### config.mk
export PLATFORM = sky130hd
export DESIGN_NAME = dg_pc_stack_unit
export DESIGN_NICKNAME = d
export VERILOG_FILES = /design/src/rtl/dg_core_pkg.sv /design/src/rtl/dg_ret_stack.sv /design/src/rtl/dg_pc_stack_unit.sv
export SDC_FILE = /design/constraint.sdc
export NUM_CORES = 1
export LEC_CHECK = 0
export ABC_AREA = 0
export CAP_MARGIN = 10
export CORE_UTILIZATION = 60
export CTS_BUF_LIST = sky130_fd_sc_hd__clkbuf_4 sky130_fd_sc_hd__clkbuf_8
export CTS_CLUSTER_DIAMETER = 60
export DETAILED_ROUTE_END_ITERATION = 8
export GPL_ROUTABILITY_DRIVEN = 0
export PLACE_DENSITY = 0.84
export RECOVER_POWER = 50
export SLEW_MARGIN = 5
export SYNTH_ARGS = -nofsm -noshare
export SYNTH_HDL_FRONTEND = slang
export SYNTH_SLANG_ARGS = --single-unit
### constraint.sdc
create_clock -name clk -period 3.8 [get_ports clk]
set_input_delay 0.38 -clock clk [delete_from_list [all_inputs] [get_ports clk]]
set_output_delay 0.38 -clock clk [all_outputs]
set_load 0.02 [all_outputs]
### src/rtl/dg_core_pkg.sv
// Shared definitions for the DG00xx core: op encoding and the polynomial PC successor.
package dg_core_pkg;

  localparam logic [2:0] OP_HOLD  = 3'd0;
  localparam logic [2:0] OP_INC   = 3'd1;
  localparam logic [2:0] OP_JMP   = 3'd2;
  localparam logic [2:0] OP_CALL  = 3'd3;
  localparam logic [2:0] OP_RET   = 3'd4;
  localparam logic [2:0] OP_RETSK = 3'd5;
  localparam logic [2:0] OP_SETPG = 3'd6;

  // Right-shift LFSR with XNOR feedback; all-ones would lock up, so it escapes to 0.
  function automatic logic [31:0] dg_lfsr_next(input logic [31:0] pl, input int w);
    logic [31:0] mask;
    logic        fb;
    mask = (32'd1 << w) - 32'd1;
    fb   = ~(pl[0] ^ pl[1]);
    if ((pl & mask) == mask) return 32'd0;
    return ((pl & mask) >> 1) | ({31'd0, fb} << (w - 1));
  endfunction

endpackage

### src/rtl/dg_ret_stack.sv
// Return-address LIFO; entry count-1 is the top, slots above count are kept at zero.
module dg_ret_stack #(
  parameter int W        = 10,
  parameter int DEPTH    = 5,
  parameter int OVF_MODE = 0,
  parameter int CNT_W    = $clog2(DEPTH + 1)
) (
  input  logic             clk,
  input  logic             rst_n,
  input  logic             push,
  input  logic             pop,
  input  logic [W-1:0]     din,
  output logic [W-1:0]     top,
  output logic [CNT_W-1:0] count,
  output logic             full,
  output logic             empty,
  output logic             ovf_evt,
  output logic             unf_evt
);

  logic [W-1:0] ent [DEPTH];

  assign full    = (count == CNT_W'(DEPTH));
  assign empty   = (count == '0);
  assign ovf_evt = push & full;
  assign unf_evt = pop & empty;

  always_comb begin
    top = '0;
    for (int i = 0; i < DEPTH; i++)
      if (int'(count) == i + 1) top = ent[i];
  end

  always_ff @(posedge clk or negedge rst_n) begin
    if (!rst_n) begin
      count <= '0;
      for (int i = 0; i < DEPTH; i++) ent[i] <= '0;
    end else if (push) begin
      if (!full) begin
        for (int i = 0; i < DEPTH; i++)
          if (int'(count) == i) ent[i] <= din;
        count <= count + CNT_W'(1);
      end else if (OVF_MODE == 0) begin
        // Full push slides everything down, dropping the oldest return address.
        for (int i = 0; i < DEPTH - 1; i++) ent[i] <= ent[i+1];
        ent[DEPTH-1] <= din;
      end
    end else if (pop && !empty) begin
      for (int i = 0; i < DEPTH; i++)
        if (int'(count) == i + 1) ent[i] <= '0;
      count <= count - CNT_W'(1);
    end
  end

endmodule

### src/rtl/dg_pc_stack_unit.sv
// Program counter (LFSR low part + page) with page preload and a return stack.
module dg_pc_stack_unit
  import dg_core_pkg::*;
#(
  parameter int              PL_W      = 6,
  parameter int              PU_W      = 4,
  parameter int              DEPTH     = 5,
  parameter logic [PU_W-1:0] CALL_PAGE = '1,
  parameter int              OVF_MODE  = 0
) (
  input  logic                         clk,
  input  logic                         rst_n,
  input  logic [2:0]                   op,
  input  logic [PL_W-1:0]              tgt_pl,
  input  logic [PU_W-1:0]              tgt_pu,
  input  logic                         clr_flags,
  output logic [PU_W+PL_W-1:0]         pc,
  output logic [PU_W+PL_W-1:0]         stk_top,
  output logic [$clog2(DEPTH+1)-1:0]   stk_count,
  output logic                         stk_full,
  output logic                         stk_empty,
  output logic                         ovf,
  output logic                         unf,
  output logic                         pg_pend
);

  localparam int W = PU_W + PL_W;

  logic [PL_W-1:0] pl, pl_succ, ret_succ;
  logic [PU_W-1:0] pu, pend_pu;
  logic            push, pop, ovf_evt, unf_evt;

  assign pc       = {pu, pl};
  assign push     = (op == OP_CALL);
  assign pop      = (op == OP_RET) || (op == OP_RETSK);
  assign pl_succ  = PL_W'(dg_lfsr_next(32'(pl), PL_W));
  // An empty stack peeks as zero, which is exactly the underflow return value.
  assign ret_succ = PL_W'(dg_lfsr_next(32'(stk_top[PL_W-1:0]), PL_W));

  dg_ret_stack #(.W(W), .DEPTH(DEPTH), .OVF_MODE(OVF_MODE)) u_stack (
    .clk     (clk),
    .rst_n   (rst_n),
    .push    (push),
    .pop     (pop),
    .din     ({pu, pl_succ}),
    .top     (stk_top),
    .count   (stk_count),
    .full    (stk_full),
    .empty   (stk_empty),
    .ovf_evt (ovf_evt),
    .unf_evt (unf_evt)
  );

  always_ff @(posedge clk or negedge rst_n) begin
    if (!rst_n) begin
      pl      <= '0;
      pu      <= '0;
      pend_pu <= '0;
      pg_pend <= 1'b0;
      ovf     <= 1'b0;
      unf     <= 1'b0;
    end else begin
      case (op)
        OP_INC:   pl <= pl_succ;
        OP_JMP: begin
          pl <= tgt_pl;
          if (pg_pend) pu <= pend_pu;
        end
        OP_CALL: begin
          pl <= tgt_pl;
          pu <= pg_pend ? pend_pu : CALL_PAGE;
        end
        OP_RET: begin
          pu <= stk_top[W-1:PL_W];
          pl <= stk_top[PL_W-1:0];
        end
        OP_RETSK: begin
          pu <= stk_top[W-1:PL_W];
          pl <= ret_succ;
        end
        OP_SETPG: if (!pg_pend) pend_pu <= tgt_pu;
        default: ;
      endcase
      // The preload lives for exactly one following op; repeated SETPG keeps the first page.
      pg_pend <= (op == OP_SETPG);
      ovf     <= ovf_evt | (ovf & ~clr_flags);
      unf     <= unf_evt | (unf & ~clr_flags);
    end
  end

endmodule

==> results.py <==
metrics = {
    "worst_setup_path": {
        "worstPathCellList": "and3b_2 -> a222oi_1 -> inv_1 -> clkdlybuf4s50_1",
        "rr_endpoint": "pl[3]$_DFFE_PN0P_",
        "crit_required_ns": 3.42,
        "critPathSlowestCell": "a222oi_1",
        "startpoint_type": "flop",
        "endpoint_kind": "primary output",
        "critPathMaxStageDelay_ns": 0.90,
        "arrival_ns": 3.11,
        "cp.depth": 4,
        "rrSetupSlack_ns": 0.80,
        "critPathKind": "reg -> out",
        "r2r_start": "u_stack.count[1]$_DFFE_PN0P_",
        "path_buf_inv": 2,
        "path_delay_family": "compound AO/OA/AOI/OAI gates",
        "worstPathMaxFanout": 28,
        "rr_worst_depth": 7,
    },
    "global_route": {
        "grt_start_max_net_pins": 37,
        "grt_pass1_wl_um": 16940,
        "grt_pass1_vias": 3267,
        "grt_use_met3_pct": 5.865,
        "grt_use_total_pct": 30.79,
        "antenna_found_initial": 0,
        "grt_use_met1_pct": 44.68,
        "use_met2_pct": 46.80,
        "grt_busiest_layer": "met2",
        "gr-total-overflow": 0,
    },
    "routing": {
        "wirelength_um": 10150,
        "vias": 3566,
        "drt_pass1_iterations": 6,
        "avgRoutedWirePerCell_um": 18.97,
        "antenna_left": 0,
        "remaining_drc_errors": 0,
        "viasPerCell": 6.665,
        "first_iter_violations": 522,
    },
    "clocking": {
        "cts.sinks": 70,
        "clock_latency_ns": 0.35,
        "cts_tree": "yes",
        "h-tree-depth": 3,
        "cts-resized-gates": 0,
        "holdBufCountCts": 0,
        "clk_pin_slew_ns": 0.07,
        "cts_root_buffer": "clkbuf_8",
        "cts_buffers": 9,
        "clk_path_buf_depth": 2,
        "post_cts_buffers": 0,
    },
    "power": {
        "seq_power_share_pct": 39.6,
        "internal_power_w": 0.001869,
        "swShare_pct": 42.51,
        "vdd_drop_max_mv": 0.4783,
        "power.static_leakage_nw": 1.959,
        "power_density_nw_per_um2": 715.4,
        "pwr-share-clk_pct": 17.2,
        "power.switching_w": 0.001382,
        "p_comb_share_pct": 43.2,
    },
    "synthesis": {
        "async_reset_ff_share_pct": 100.0,
        "yosys_register_bits": 70,
        "ys.warnings.count": 0,
        "netlist_area_um2": 3943,
        "postSynthCellCount": 428,
        "yosysSeqAreaShare_pct": 44.43,
        "yosys.area.top_type": "dfrtp_1",
        "ys_top_cells_by_area": "dfrtp_1, nand2_1, a21oi_1",
        "synth_cell_type_count": 56,
        "synth-main-ff-cell": "dfrtp_1",
        "yosysTopAreaCellShare_pct": 44.43,
        "postSynthNetCount": 447,
        "synth-edff-count": 0,
        "synth_area_per_cell_um2": 9.212,
    },
    "sta": {
        "hold_violations": 0,
        "fin_crit_ns": 3.492,
        "fin_skew_ns": 0.006988,
        "rsz0062_at_grt": "false",
        "fmax_mhz": 286.3,
        "slew_headroom_pct": -28.90,
        "finalCritPeriodShare_pct": 91.90,
        "tightest_slew_ns": 1.934,
        "setup_viol": 0,
        "setup_tns_ns": 0,
        "slew_viol_final": 37,
    },
    "worst_hold_path": {
        "hold_start": "u_stack.ent[48]$_DFFE_PN0P_",
        "min_to": "u_stack.ent[48]$_DFFE_PN0P_",
        "hold_depth": 2,
        "min_path_type": "reg -> reg",
    },
    "floorplan": {
        "rows": 29,
        "die_area_um2": 6899,
        "io_pins": 44,
        "die_w_um": 83.06,
        "start_util_pct": 62.09,
        "design.core.area_um2": 6350,
        "fp.dieH_um": 83.06,
    },
    "job": {
        "max_cap_violations": 1,
    },
    "finish": {
        "antenna_cells": 0,
        "final_cell_mix": "dfrtp_1, nand2_1, a21oi_1",
        "fill_cells": 482,
        "finalNetCount": 474,
        "final_common_cell": "dfrtp_1",
        "area_growth_pct": 15.27,
        "drive_gt1_share_pct": 8.515,
        "fin_cells": 535,
    },
    "placement": {
        "placedCellCount": 521,
        "io_buffers": 43,
        "hpwl_um": 7124,
    },
    "outcome": {
        "run_status": "finished with violations",
        "violations": "capacitance limit, slew limit",
    },
}
## per-layer routing
metal	part of all wire (%)	wire length (um)
met1	43	4319
met2	47	4773
met3	8.7	880
met4	1.8	178
met5	0	0
## metrics by stage
| stage | instance area [um2] | hold WS, ns | total power [W] | setup slack (ns) | util, % |
|---|---|---|---|---|---|
| after floorplan | 3943 | 0.08441 | 0.002191 | 0.9893 | - |
| after global placement | 4374 | 0.4664 | 0.002611 | 0.7913 | 68.89 |
| after detailed placement | 4374 | 0.4780 | 0.002673 | 0.7167 | 68.89 |
| after CTS | 4552 | 0.1473 | 0.003229 | 0.3402 | 71.68 |
| after global routing | 4544 | 0.5051 | 0.003429 | 0.1348 | 71.57 |
| final | 4544 | 0.4966 | 0.003251 | 0.3077 | 71.57 |
## power by group through the flow
stage | Combinational, W | Sequential, W | Clock (W)
after detailed placement | 0.00139 | 0.00128 | 0
after global placement | 0.00134 | 0.00127 | 0
after global routing | 0.00152 | 0.00131 | 0.000592
final | 0.00140 | 0.00129 | 0.000559
after CTS | 0.00140 | 0.00127 | 0.000559
after floorplan | 0.000989 | 0.00120 | 0
## worst max-delay path by stage
stage,from,endpoint
final,u_stack.count[1]$_DFFE_PN0P_,stk_top[4]
after global routing,u_stack.count[1]$_DFFE_PN0P_,stk_top[4]
after CTS,u_stack.count[1]$_DFFE_PN0P_,stk_top[4]
after detailed placement,u_stack.count[1]$_DFFE_PN0P_,stk_top[4]
after global placement,u_stack.count[1]$_DFFE_PN0P_,stk_top[4]
after floorplan,u_stack.count[0]$_DFFE_PN0P_,pl[0]$_DFFE_PN0P_
## cell type report
type                    instances  area [um2]  area share [%]
repair buffers                 53       493.0           10.85
clock buffers                  13       172.7           3.800
clock inverters                 1       5.005          0.1101
flip-flops and latches         70        1752           38.55
multi-input cells             308        1977           43.50
inverters                      13       48.80           1.074
well taps                      77       96.34           2.120
## worst min-delay path, delay by kind of cell (launching register included)
family	cells	cell delay (ns)
compound gates	1	0.05
flops	1	0.36
simple gates	1	0.05
## state kept, by name, indices dropped and copies added (netlist names)
register and cells:
ovf 1, pend_pu 4, pg_pend 1, pl 6
pu 4, u_stack.count 3, u_stack.ent 50, unf 1
## cells by family after synthesis
| logic type | Yosys count | synth area share, % |
|---|---|---|
| muxes | 23 | 6.220 |
| xor gates and xnor gates | 1 | 0.2222 |
| and+or+nand+nor | 119 | 14.31 |
| buffers and inverters | 50 | 5.458 |
| DFF | 70 | 44.43 |
| adders and majority gates | 3 | 1.142 |
| AOI/OAI and AO/OA | 162 | 28.21 |
## cells in the mapped netlist, types with 2 or more instances
cell and n:
o311ai_1 2, a22oi_1 17, nand3_1 4, buf_1 2
a221oi_1 2, o211ai_1 3, inv_1 12, nand2_1 61
o31ai_1 20, buf_2 4, a21oi_1 35, a222oi_1 3
dfrtp_1 70, clkbuf_1 28, nor2_1 14, o21ai_0 29
a22o_1 16, and3b_1 2, a31oi_1 2, nor3b_1 3
o22ai_1 5, mux2_2 12, ha_1 2, mux2i_1 11
buf_6 3, nor2b_1 14, a211oi_1 2, nand2b_1 3
a32oi_1 3, nor3_1 8, o21a_1 5, o22a_1 4
a21o_1 3, a221o_1 2
Note: power is estimated with default switching activity, not from simulation.
